**src/rtl/instr_encoder_loader.sv**
```systemverilog
// -----------------------------------------------------------------------------
// instr_encoder_loader
//
// Boot/program loader: accepts symbolic MIPS instructions (mnemonic + fields)
// over a valid/ready handshake, encodes each into a 32-bit MIPS word and
// writes it sequentially into instruction memory starting at START_ADDR.
//
// Parameters
//   IMEM_AWIDTH  imem word-address width (DEPTH = 2**IMEM_AWIDTH words)
//   START_ADDR   first word address written after reset/start
//
// Ports
//   clk         clock, all state on rising edge
//   reset_n     synchronous active-low reset
//   in_valid    instruction fields valid
//   in_ready    loader can accept a new instruction (IDLE)
//   in_last     final instruction of the program
//   mnem        mnemonic code 0..27 (28..31 illegal)
//   rs/rt/rd    register fields
//   shamt       shift amount
//   imm         I-type immediate / branch offset
//   target      J-type word target
//   start       restart from DONE/ERR
//   imem_we     imem write request
//   imem_ready  imem accepts the write this cycle
//   imem_addr   imem word address
//   imem_wdata  encoded instruction word
//   count       words committed since reset/start
//   done        program loaded
//   err_code    00 none, 01 illegal mnemonic, 10 address overflow
//   checksum    XOR of committed words (only when INSTR_LOADER_CHECKSUM_EN
//               is defined, otherwise constant zero)
//
// Optional feature macro: INSTR_LOADER_CHECKSUM_EN
// -----------------------------------------------------------------------------
module instr_encoder_loader #(
    parameter int          IMEM_AWIDTH = 10,
    parameter int unsigned START_ADDR  = 0
) (
    input  logic                   clk,
    input  logic                   reset_n,
    input  logic                   in_valid,
    output logic                   in_ready,
    input  logic                   in_last,
    input  logic [4:0]             mnem,
    input  logic [4:0]             rs,
    input  logic [4:0]             rt,
    input  logic [4:0]             rd,
    input  logic [4:0]             shamt,
    input  logic [15:0]            imm,
    input  logic [25:0]            target,
    input  logic                   start,
    output logic                   imem_we,
    input  logic                   imem_ready,
    output logic [IMEM_AWIDTH-1:0] imem_addr,
    output logic [31:0]            imem_wdata,
    output logic [IMEM_AWIDTH:0]   count,
    output logic                   done,
    output logic [1:0]             err_code,
    output logic [31:0]            checksum
);

    localparam logic [IMEM_AWIDTH-1:0] START_A  = IMEM_AWIDTH'(START_ADDR);
    localparam logic [IMEM_AWIDTH-1:0] ADDR_MAX = {IMEM_AWIDTH{1'b1}};
    localparam logic [IMEM_AWIDTH-1:0] ADDR_ONE = {{(IMEM_AWIDTH-1){1'b0}}, 1'b1};
    localparam logic [IMEM_AWIDTH:0]   CNT_ONE  = {{IMEM_AWIDTH{1'b0}}, 1'b1};

    typedef enum logic [1:0] {
        S_IDLE  = 2'd0,
        S_WRITE = 2'd1,
        S_DONE  = 2'd2,
        S_ERR   = 2'd3
    } state_t;

    // Encode one symbolic instruction; fields that the format does not use
    // are forced to zero so stray input bits never leak into the word.
    function automatic logic [31:0] encode(
        input logic [4:0]  mn,
        input logic [4:0]  f_rs,
        input logic [4:0]  f_rt,
        input logic [4:0]  f_rd,
        input logic [4:0]  f_sh,
        input logic [15:0] f_imm,
        input logic [25:0] f_tgt
    );
        logic [31:0] w;
        w = 32'h0;
        case (mn)
            5'd0:    w = {6'h00, f_rs, f_rt, f_rd, 5'd0, 6'h20}; // ADD
            5'd1:    w = {6'h00, f_rs, f_rt, f_rd, 5'd0, 6'h21}; // ADDU
            5'd2:    w = {6'h00, f_rs, f_rt, f_rd, 5'd0, 6'h22}; // SUB
            5'd3:    w = {6'h00, f_rs, f_rt, f_rd, 5'd0, 6'h24}; // AND
            5'd4:    w = {6'h00, f_rs, f_rt, f_rd, 5'd0, 6'h25}; // OR
            5'd5:    w = {6'h00, f_rs, f_rt, f_rd, 5'd0, 6'h26}; // XOR
            5'd6:    w = {6'h00, f_rs, f_rt, f_rd, 5'd0, 6'h27}; // NOR
            5'd7:    w = {6'h00, f_rs, f_rt, f_rd, 5'd0, 6'h2A}; // SLT
            5'd8:    w = {6'h00, f_rs, f_rt, f_rd, 5'd0, 6'h2B}; // SLTU
            5'd9:    w = {6'h00, 5'd0, f_rt, f_rd, f_sh, 6'h00}; // SLL
            5'd10:   w = {6'h00, f_rs, f_rt, f_rd, 5'd0, 6'h04}; // SLLV
            5'd11:   w = {6'h00, 5'd0, f_rt, f_rd, f_sh, 6'h02}; // SRL
            5'd12:   w = {6'h00, 5'd0, f_rt, f_rd, f_sh, 6'h03}; // SRA
            5'd13:   w = {6'h00, f_rs, 15'd0, 6'h08};            // JR
            5'd14:   w = {6'h23, f_rs, f_rt, f_imm};             // LW
            5'd15:   w = {6'h2B, f_rs, f_rt, f_imm};             // SW
            5'd16:   w = {6'h08, f_rs, f_rt, f_imm};             // ADDI
            5'd17:   w = {6'h09, f_rs, f_rt, f_imm};             // ADDIU
            5'd18:   w = {6'h0A, f_rs, f_rt, f_imm};             // SLTI
            5'd19:   w = {6'h0B, f_rs, f_rt, f_imm};             // SLTIU
            5'd20:   w = {6'h0D, f_rs, f_rt, f_imm};             // ORI
            5'd21:   w = {6'h0F, 5'd0, f_rt, f_imm};             // LUI
            5'd22:   w = {6'h0C, f_rs, f_rt, f_imm};             // ANDI
            5'd23:   w = {6'h0E, f_rs, f_rt, f_imm};             // XORI
            5'd24:   w = {6'h04, f_rs, f_rt, f_imm};             // BEQ
            5'd25:   w = {6'h05, f_rs, f_rt, f_imm};             // BNE
            5'd26:   w = {6'h02, f_tgt};                         // J
            5'd27:   w = {6'h03, f_tgt};                         // JAL
            default: w = 32'h0;
        endcase
        return w;
    endfunction

    state_t                 state_q, state_d;
    logic [IMEM_AWIDTH-1:0] addr_q, addr_d;
    logic [31:0]            wdata_q, wdata_d;
    logic                   last_q, last_d;
    logic [IMEM_AWIDTH:0]   count_q, count_d;
    logic [1:0]             err_q, err_d;
    logic                   rdy_q, we_q, done_q;
    logic                   illegal_s;
    logic                   commit_s;
    logic                   restart_s;

    assign illegal_s = (mnem >= 5'd28);
    assign commit_s  = (state_q == S_WRITE) && imem_ready;
    assign restart_s = ((state_q == S_DONE) || (state_q == S_ERR)) && start;

    // Next-state and datapath update for the load sequencer.
    always_comb begin
        state_d = state_q;
        addr_d  = addr_q;
        wdata_d = wdata_q;
        last_d  = last_q;
        count_d = count_q;
        err_d   = err_q;
        case (state_q)
            S_IDLE: begin
                if (in_valid) begin
                    if (illegal_s) begin
                        state_d = S_ERR;
                        err_d   = 2'b01;
                    end else begin
                        state_d = S_WRITE;
                        wdata_d = encode(mnem, rs, rt, rd, shamt, imm, target);
                        last_d  = in_last;
                    end
                end else begin
                    state_d = S_IDLE;
                end
            end
            S_WRITE: begin
                if (commit_s) begin
                    count_d = count_q + CNT_ONE;
                    // Overflow is checked before the increment so the
                    // address can never wrap back onto loaded words.
                    if (last_q) begin
                        state_d = S_DONE;
                    end else if (addr_q == ADDR_MAX) begin
                        state_d = S_ERR;
                        err_d   = 2'b10;
                    end else begin
                        state_d = S_IDLE;
                        addr_d  = addr_q + ADDR_ONE;
                    end
                end else begin
                    state_d = S_WRITE;
                end
            end
            S_DONE, S_ERR: begin
                if (restart_s) begin
                    state_d = S_IDLE;
                    addr_d  = START_A;
                    count_d = {(IMEM_AWIDTH+1){1'b0}};
                    err_d   = 2'b00;
                end else begin
                    state_d = state_q;
                end
            end
            default: begin
                state_d = S_IDLE;
            end
        endcase
    end

    // State and datapath registers; handshake/status outputs are registered
    // from the next state so they are glitch-free and aligned with it.
    always_ff @(posedge clk) begin
        if (!reset_n) begin
            state_q <= S_IDLE;
            addr_q  <= START_A;
            wdata_q <= 32'h0;
            last_q  <= 1'b0;
            count_q <= {(IMEM_AWIDTH+1){1'b0}};
            err_q   <= 2'b00;
            rdy_q   <= 1'b1;
            we_q    <= 1'b0;
            done_q  <= 1'b0;
        end else begin
            state_q <= state_d;
            addr_q  <= addr_d;
            wdata_q <= wdata_d;
            last_q  <= last_d;
            count_q <= count_d;
            err_q   <= err_d;
            rdy_q   <= (state_d == S_IDLE);
            we_q    <= (state_d == S_WRITE);
            done_q  <= (state_d == S_DONE);
        end
    end

`ifdef INSTR_LOADER_CHECKSUM_EN
    logic [31:0] csum_q;

    // Running XOR of every committed word, cleared on reset and restart.
    always_ff @(posedge clk) begin
        if (!reset_n) begin
            csum_q <= 32'h0;
        end else if (restart_s) begin
            csum_q <= 32'h0;
        end else if (commit_s) begin
            csum_q <= csum_q ^ wdata_q;
        end else begin
            csum_q <= csum_q;
        end
    end

    assign checksum = csum_q;
`else
    assign checksum = 32'h0;
`endif

    assign in_ready   = rdy_q;
    assign imem_we    = we_q;
    assign imem_addr  = addr_q;
    assign imem_wdata = wdata_q;
    assign count      = count_q;
    assign done       = done_q;
    assign err_code   = err_q;

endmodule

```
**config.mk**
```make
export PLATFORM = sky130hd
export DESIGN_NAME = instr_encoder_loader
export DESIGN_NICKNAME = d
export VERILOG_FILES = /design/src/rtl/instr_encoder_loader.sv
export SDC_FILE = /design/constraint.sdc
export NUM_CORES = 1
export LEC_CHECK = 0
export CAP_MARGIN = 10
export CORE_MARGIN = 3
export CORE_UTILIZATION = 45
export CTS_CLUSTER_DIAMETER = 200
export DETAILED_ROUTE_END_ITERATION = 7
export PLACE_DENSITY = 0.86
export SLEW_MARGIN = 0
export SYNTH_ARGS = -nofsm -noshare
export SYNTH_HDL_FRONTEND = slang
export SYNTH_SLANG_ARGS = --single-unit
```
**constraint.sdc**
```tcl
create_clock -name clk -period 4.4 [get_ports clk]
set_clock_uncertainty 0.2 [all_clocks]
set_input_delay 0.88 -clock clk [delete_from_list [all_inputs] [get_ports clk]]
set_output_delay 0.88 -clock clk [all_outputs]
set_load 0.02 [all_outputs]
```
==> metrics.yaml <==
netSwitchingPower_mw: 0.414
yosysWarningCount: 0
cts_setup_buffers: 0
intPower_mw: 1.04
grt-ovfl-total: 0
cp_data_arrival_time_ns: 3.03
static-leakage-power_nw: 1.76
port_buffers: 129
fin_crit_ns: 3.03
crit_family: "compound AO/OA/AOI/OAI gates"
setup_slack_ns: 1.37
hpwl_um: 7570
status: "complete, no violations"
max_freq_ghz: 0.330
core.rowCount: 31
slew_violations: 0
pwr-share-comb_pct: 23.7
wl_met1_um: 4040
gp_congestion: 0.888
nets: 601
path_clk_slew_ns: 0.06
cpPeakStageDelay_ns: 0.85
hold_class: "reg -> reg"
utilization_pct: 65.7
grt_pass1_vias: 3401
dp_slack_ns: 1.05
die_x_um: 94.6
clkPwrFrac_pct: 35.1
synthArstFlopShare_pct: 0
drive_gt1_share_pct: 7.74
ant_nets: 0
synth_ff_type: "dfxtp_1"
dieArea_um2: 8950
yosys.area.top_type: "dfxtp_1"
gr-usage-all-layers_pct: 22.2
diodes: 0
cts_resized: 0
rsz0062_at_grt: "false"
cts_tree: "done"
vias_per_cell: 5.61
total_power_mw: 1.45
syn_inst: 410
drtIter0Drc: 199
critPathSlowestCell: "clkdlybuf4s50_1"
dr_wl_met2_um: 5060
synthDistinctLibCells: 70
top_layer_used: "met4"
cp-end-kind: "flop"
syn_avg_cell_area_um2: 8.62
start_util_pct: 47.5
worst-path-buf-inv: 1
synth_top_area_share_pct: 34.0
clkSinkCount: 60
worst_pin_slew_ns: 0.719
num-fill-cells: 607
max_cap_viol_count: 0
wire_per_inst_um: 16.0
yosys-top-cells-area: "dfxtp_1 (34%), buf_4 (8.3%), a21oi_1 (6.1%)"
numCtsBuffers: 9
ys_ff_latch: 60
swShare_pct: 28.4
clock_latency_ns: 0.34
first_pass_iters: 4
synthesis.area_um2: 3530
area_delta_synth_final_pct: 38.5
ctsHoldBuffers: 0
route.vias.total: 3528
dr_wl_met3_um: 724
fin_crit_sh_pct: 68.9
cp_cell_sequence: "clkdlybuf4s50_1 > and4b_1 > a21o_1 > a221oi_1 > a31oi_1"
clockBufferDepth: 2
root_buffer: "clkbuf_8"
grt_pass1_wl_um: 15900
die_y_um: 94.6
slew_headroom_pct: 51.5
worst_setup_path_start_kind: "input port"
powerDensity_nw_per_um2: 297
final_common_cell: "clkdlybuf4s50_1"
cts.htree.levels: 3
most-common-layout-cells: "clkdlybuf4s50_1 (129), dfxtp_1 (60), a21oi_1 (43)"
critical_path_class: "in -> reg"
cp.required_ns: 4.40
grt_max_degree: 47
synth-edff-count: 0
dp_cells: 614
hold_viol: 0
pwr-share-seq_pct: 41.3
crit_fanout: 21
finalSetupTns_ns: 0
ys_seq_area_share_pct: 34.0
finalNonFillerCells: 629
drcViolationCount: 0
wl_um: 10100
pin_count: 163
core_area_um2: 7450
setup_violations: 0
antenna_found_initial: 0
max-vdd-ir-drop_v: 0.000187
layer usage:
layer | GRT usage (%) | vias to the layer above
li1 | - | 1686
met1 | 26.5 | 1674
met2 | 37.5 | 147
met3 | 6.06 | 21
met4 | 9.13 | 0
met5 | 0 | -
synth_stat cells (all sizes together), types with 3 or more instances:
cell type	number
a2111oi	4
a211oi	6
a21boi	5
a21oi	43
a221oi	16
a31oi	4
a32oi	5
and2	8
and3b	4
buf	50
clkbuf	10
dfxtp	60
inv	8
nand2	26
nand2b	10
nand3	10
nand4	7
nor2	19
nor2b	4
o21ai	49
o31ai	4
or3b	3
or4	4
xnor2	9
final timing paths:
check | start | to | slack, ns | cells past startpoint
min | imem_wdata[28] | imem_wdata[28] | 0.26 | 2
min reg2reg | imem_wdata[28] | imem_wdata[28] | 0.26 | 2
max reg2reg | state_q[1] | imem_wdata[9] | 2.08 | 5
max | mnem[4] | imem_wdata[5] | 1.37 | 5
worst register-to-register path: stages, from the launching register on:
cell and delay, ns:
dfxtp_1 0.48, nor3b_4 0.40, nor2b_2 0.53, buf_4 0.38
o21ai_1 0.12, a21oi_1 0.15
cell families (layout without fill, tap and decap cells):
kind of cell / count (synthesis) / count (layout) / synth area share, %
AOI/OAI and AO/OA: 152 / 152 / 29.5
xor gates and xnor gates: 11 / 11 / 2.73
adders and majority gates: 2 / 2 / 0.708
buffers and inverters: 68 / 156 / 12.5
DFF: 60 / 60 / 34.0
muxes: 2 / 2 / 0.566
other: 1 / 33 / 0.106
and+or+nand+nor: 114 / 114 / 19.9
layout make-up:
type	instances	area, um^2	share of cell area, %
clock inverter	1	30.0	0.613
inverter	8	30.0	0.613
sequential	60	1200	24.5
clock buffer	14	173	3.53
tap	99	124	2.53
timing repair buffer	133	1320	27.0
multi-input combinational	314	2020	41.2
metrics by stage:
step | area (um^2) | hold slack [ns]
5_1_grt | 4890 | 0.282
4_1_cts | 4890 | 0.258
6_report | 4890 | 0.255
3_3_place_gp | 4690 | 0.238
3_5_place_dp | 4690 | 0.246
2_1_floorplan | 3650 | 0.268
power by group through the flow:
| stage | registers, mW | logic [mW] | clock network (mW) |
|---|---|---|---|
| floorplan | 0.641 | 0.181 | 0 |
| detailed placement | 0.611 | 0.342 | 0 |
| global placement | 0.610 | 0.334 | 0 |
| CTS | 0.600 | 0.344 | 0.515 |
| global route | 0.604 | 0.371 | 0.548 |
| finish | 0.600 | 0.344 | 0.510 |
state kept, by name (all words and copies together) (netlist names), 2 cells and up:
| register | cells |
|---|---|
| state_q | 2 |
| err_code | 2 |
| count | 11 |
| imem_wdata | 31 |
| imem_addr | 10 |
No activity file was read; power rests on OpenSTA's default activity.
